<file path="src/rtl/vga_timing_gen.sv">
// Parametrised VGA raster engine: pixel enable, h/v counters, sync windows and a
// registered colour output stage. Optional colour bars behind VGA_TEST_PATTERN_EN.
module vga_timing_gen #(
  parameter int DIV      = 2,
  parameter int H_ACTIVE = 640,
  parameter int H_FP     = 16,
  parameter int H_SYNC   = 96,
  parameter int H_BP     = 48,
  parameter int V_ACTIVE = 480,
  parameter int V_FP     = 10,
  parameter int V_SYNC   = 2,
  parameter int V_BP     = 33,
  parameter bit HS_POL   = 1'b0,
  parameter bit VS_POL   = 1'b0,
  parameter int R_W      = 3,
  parameter int G_W      = 3,
  parameter int B_W      = 2,
  parameter int CW       = 11
) (
  input  logic                   clk_100m,
  input  logic                   rst,
  output logic                   pix_en,
  output logic                   req,
  output logic [CW-1:0]          x,
  output logic [CW-1:0]          y,
  input  logic [R_W+G_W+B_W-1:0] rgb_in,
  input  logic                   test_en,
  output logic                   hsync,
  output logic                   vsync,
  output logic                   de,
  output logic [R_W-1:0]         vga_r,
  output logic [G_W-1:0]         vga_g,
  output logic [B_W-1:0]         vga_b,
  output logic                   frame_start
);

  localparam int PW      = R_W + G_W + B_W;
  localparam int H_TOTAL = H_ACTIVE + H_FP + H_SYNC + H_BP;
  localparam int V_TOTAL = V_ACTIVE + V_FP + V_SYNC + V_BP;

  localparam logic [CW-1:0] H_ACT  = CW'(H_ACTIVE);
  localparam logic [CW-1:0] H_SS   = CW'(H_ACTIVE + H_FP);
  localparam logic [CW-1:0] H_SE   = CW'(H_ACTIVE + H_FP + H_SYNC);
  localparam logic [CW-1:0] H_LAST = CW'(H_TOTAL - 1);
  localparam logic [CW-1:0] V_ACT  = CW'(V_ACTIVE);
  localparam logic [CW-1:0] V_SS   = CW'(V_ACTIVE + V_FP);
  localparam logic [CW-1:0] V_SE   = CW'(V_ACTIVE + V_FP + V_SYNC);
  localparam logic [CW-1:0] V_LAST = CW'(V_TOTAL - 1);

  logic [CW-1:0] h_cnt, v_cnt;
  logic          hs_win, vs_win;
  logic [PW-1:0] col_src;

  if (DIV == 1) begin : g_nodiv
    assign pix_en = 1'b1;
  end else begin : g_div
    localparam int DW = $clog2(DIV);
    localparam logic [DW-1:0] D_LAST = DW'(DIV - 1);
    logic [DW-1:0] div_cnt;

    always_ff @(posedge clk_100m) begin
      if (rst)                    div_cnt <= '0;
      else if (div_cnt == D_LAST) div_cnt <= '0;
      else                        div_cnt <= div_cnt + DW'(1);
    end

    assign pix_en = (div_cnt == D_LAST);
  end

  always_ff @(posedge clk_100m) begin
    if (rst) begin
      h_cnt <= '0;
      v_cnt <= '0;
    end else if (pix_en) begin
      if (h_cnt == H_LAST) begin
        h_cnt <= '0;
        v_cnt <= (v_cnt == V_LAST) ? '0 : v_cnt + CW'(1);
      end else begin
        h_cnt <= h_cnt + CW'(1);
      end
    end
  end

  assign x      = h_cnt;
  assign y      = v_cnt;
  assign req    = (h_cnt < H_ACT) && (v_cnt < V_ACT);
  assign hs_win = (h_cnt >= H_SS) && (h_cnt < H_SE);
  assign vs_win = (v_cnt >= V_SS) && (v_cnt < V_SE);

`ifdef VGA_TEST_PATTERN_EN
  // Bar width floors at one pixel so tiny test rasters still divide cleanly.
  localparam int BAR_W = (H_ACTIVE / 8 < 1) ? 1 : H_ACTIVE / 8;
  logic [CW-1:0] bar_q;
  logic [2:0]    bar;

  assign bar_q   = h_cnt / CW'(BAR_W);
  assign bar     = (bar_q > CW'(7)) ? 3'd7 : bar_q[2:0];
  assign col_src = test_en ? {{R_W{bar[2]}}, {G_W{bar[1]}}, {B_W{bar[0]}}} : rgb_in;
`else
  logic unused_test_en;
  assign unused_test_en = test_en;
  assign col_src        = rgb_in;
`endif

  // Output stage captures the coordinate that is ending on this tick, so
  // everything here lags x/y by exactly one pixel period.
  always_ff @(posedge clk_100m) begin
    if (rst) begin
      de          <= 1'b0;
      hsync       <= ~HS_POL;
      vsync       <= ~VS_POL;
      vga_r       <= '0;
      vga_g       <= '0;
      vga_b       <= '0;
      frame_start <= 1'b0;
    end else begin
      frame_start <= pix_en && (h_cnt == '0) && (v_cnt == '0);
      if (pix_en) begin
        de    <= req;
        hsync <= hs_win ? HS_POL : ~HS_POL;
        vsync <= vs_win ? VS_POL : ~VS_POL;
        vga_r <= req ? col_src[PW-1 -: R_W]      : '0;
        vga_g <= req ? col_src[G_W+B_W-1 -: G_W] : '0;
        vga_b <= req ? col_src[B_W-1:0]          : '0;
      end
    end
  end

endmodule

</file>
<file path="config.mk">
export PLATFORM = sky130hd
export DESIGN_NAME = vga_timing_gen
export DESIGN_NICKNAME = d
export VERILOG_FILES = /design/src/rtl/vga_timing_gen.sv
export SDC_FILE = /design/constraint.sdc
export NUM_CORES = 1
export LEC_CHECK = 0
export CAP_MARGIN = 20
export CORE_MARGIN = 2
export CORE_UTILIZATION = 24
export DETAILED_ROUTE_END_ITERATION = 7
export HOLD_SLACK_MARGIN = 0.15
export PLACE_DENSITY = 0.56
export SLEW_MARGIN = 5
export SYNTH_ARGS = -nofsm -noshare
export SYNTH_HDL_FRONTEND = slang
export SYNTH_SLANG_ARGS = --single-unit
</file>
<file path="constraint.sdc">
create_clock -name clk_100m -period 2.15 [get_ports clk_100m]
set_clock_uncertainty 0.2 [all_clocks]
set_input_delay 0.43 -clock clk_100m [delete_from_list [all_inputs] [get_ports clk_100m]]
set_output_delay 0.43 -clock clk_100m [all_outputs]
set_load 0.005 [all_outputs]
</file>
==> impl_metrics.toml <==
[clock_network]
postCtsHoldBufs = 0
cts_tree = "done"
clock_path_buffers = 2
cts-root-buf = "clkbuf_8"
cts_sinks = 35
htree_num_levels = 2
cts_inserted_buffers = 5
insertion_delay_ns = 0.28
clk_pin_slew_ns = 0.07
cts_setup_buffers = 0

[detailed_routing]
met3_wirelength_um = 203
wl_um = 4280
top_layer = "met4"
firstDrtPassIters = 4
wl_met2_um = 1890
ant_nets = 0
wire_per_inst_um = 13.5
via_per_inst = 4.82
drc = 0
dr.first_iter.drc_count = 85
wl_met1_um = 2150
vias = 1533

[run_status]
outcome = "complete, no violations"

[min_path]
hold_depth = 1
hp-class = "flop to flop"

[worst_setup_path]
crit_chain = "clkdlybuf4s50_1"
max_stage_delay_ns = 0.59
path_buf_inv = 1
cp-startpoint = "x[5]$_SDFFE_PP0P_"
critPathKind = "flop to output port"
worstPathArrival_ns = 1.45
slowest_stage = "clkdlybuf4s50_1"
r2r_setup_slack_ns = 0.14
crit_fanout = 8
crit_end = "x[5]"
required_ns = 1.52
timing.rr.start = "x[1]$_SDFFE_PP0P_"
end_kind = "output port"
r2r_cells = 5
start_kind = "flop"
r2r-end = "y[6]$_SDFFE_PP0P_"
critPathTopFamily = "buffers and inverters"
path_depth = 1

[placed_design]
placed_area_sq_um = 2300
place.detailed.hpwl_um = 3110
port_buffers = 45
place_congestion = 0.829

[global_routing]
grt_max_degree = 18
antenna_found_initial = 0
grt_pass1_wl_um = 7220
gr-usage-all-layers_pct = 12.1
grt_pass1_vias = 1476
grt-ovfl-total = 0

[pwr]
p_switching_uw = 285
p_int_uw = 962
cellPowerDensity_nw_per_um2 = 521
seq_power_share_pct = 53.9
switching_share_pct = 22.8
p_leak_uw = 0.000834
pwr-share-comb_pct = 9.2
total_power_uw = 1250
vdd_drop_max_v = 0.000283
clkPwrFrac_pct = 36.9

[yosys]
ys_warn_count = 0
synth_fp_nets = 190
syn_inst = 175
async_reset_ff_share_pct = 0
ys_types = 40
synth_area_per_cell_sq_um = 9.52
ys_seq_area_share_pct = 42.1
yosys_register_bits = 35
ys.flop_type = "dfxtp_1"
synth_area_sq_um = 1670
synth_edf_count = 0

[floorplanning]
die_area_sq_um = 7620
dieWidth_um = 87.3
die_h_um = 87.3
rows = 30
start_util_pct = 24.6
io_pins = 47
core_area_sq_um = 6760

[finish]
finalInstanceArea_sq_um = 2390
diodes = 0
area_growth_pct = 43.7
drive_gt1_share_pct = 17.6
nets = 252
fin_util_pct = 35.4

[sta]
fin_crit_ns = 2.08
fin_hold_ws_ns = 0.253
final-setup-viol-count = 0
tightest_slew_ns = 0.610
drv_slew = 0
post-route-period-util_pct = 96.8
fmax_ghz = 0.481
setup_tns_ns = 0
rsz0062_at_grt = "false"
relSlewSlack_pct = 59.2
finalHoldViolations = 0

[job]
drv_cap = 0
cell families (layout without fill, tap and decap cells):
logic type / Yosys count / count (layout) / synth area share (%)
AND/OR/NAND/NOR: 78 / 78 / 30.1
flip-flops: 35 / 35 / 42.1
AO/OA/AOI/OAI: 34 / 34 / 14.4
buffers and inverters: 14 / 77 / 5.11
XOR/XNOR: 10 / 10 / 5.26
adder cells (fa/ha/maj): 4 / 4 / 3.01
worst min path at each step:
stage	startpoint	to	slack (ns)
6_report	de$_SDFFE_PP0P_	de$_SDFFE_PP0P_	0.25
3_3_place_gp	de$_SDFFE_PP0P_	de$_SDFFE_PP0P_	0.23
5_1_grt	de$_SDFFE_PP0P_	de$_SDFFE_PP0P_	0.28
2_1_floorplan	de$_SDFFE_PP0P_	de$_SDFFE_PP0P_	0.25
4_1_cts	de$_SDFFE_PP0P_	de$_SDFFE_PP0P_	0.26
3_5_place_dp	de$_SDFFE_PP0P_	de$_SDFFE_PP0P_	0.25
repair_timing:
item                       in CTS  in global routing
setup endpoints to repair       1                  2
resized for setup               8                  2
pin swaps                       0                  0
final cells by class:
cell class              count  area [sq um]
flip-flops and latches     35           711
fillers                   710          4360
repair buffers             63           597
inverters                   6          22.5
clock buffers               7          76.3
multi-input cells         126           882
clock inverters             1          5.00
well taps                  80           100
power groups by stage:
stage	Clock, uW	Sequential [uW]	Combinational [uW]
6_report	460	672	115
5_1_grt	511	674	126
4_1_cts	478	672	116
3_5_place_dp	0	689	115
3_3_place_gp	0	689	115
2_1_floorplan	0	691	41.7
stage by stage:
step / std cells / setup slack (ns)
floorplan: 175 / 0.226
global placement: 310 / -0.0238
detailed placement: 310 / -0.0354
CTS: 318 / 0.0507
global route: 318 / 0.0148
finish: 318 / 0.0696
registers in the layout (all words and copies together) (netlist names):
register	flops
de	1
frame_start	1
hsync	1
pix_en	1
vga_b	2
vga_g	3
vga_r	3
vsync	1
x	11
y	11
layout by cell type, fill, tap and decap left out, types with 6 or more instances in the layout:
cell             netlist  final
clkdlybuf4s50_1        0     44
dfxtp_1               35     29
buf_4                  2     17
nor3_1                14     14
nand3_1               12     12
a21oi_1               11     11
nand2_1                9      9
a22o_1                 8      8
nand4_1                6      6
o21ai_0                6      6
inv_1                  6      6
nor2_1                 6      6
or3_1                  6      6
metal layers:
| layer | track usage, % | up-vias |
|---|---|---|
| li1 | - | 770 |
| met1 | 17.4 | 721 |
| met2 | 17.1 | 38 |
| met3 | 3.51 | 4 |
| met4 | 4.34 | 0 |
| met5 | 0 | - |
cell usage after synthesis (2+ instances only):
cell	count	area [sq um]
a21oi_1	11	55.1
a22o_1	8	70.1
and3_1	2	12.5
and4_1	2	17.5
and4_2	2	20.0
buf_2	2	10.0
buf_4	2	15.0
buf_6	3	33.8
dfxtp_1	35	701
ha_1	4	50.1
inv_1	6	22.5
nand2_1	9	33.8
nand2b_1	2	12.5
nand3_1	12	60.1
nand4_1	6	37.5
nand4_4	2	42.5
nor2_1	6	22.5
nor3_1	14	70.1
nor4_1	3	18.8
o21ai_0	6	30.0
o31a_1	2	17.5
o31ai_1	3	22.5
or3_1	6	37.5
or4_1	3	22.5
xnor2_1	5	43.8
xor2_1	5	43.8
(Power assumes the default switching activity.)
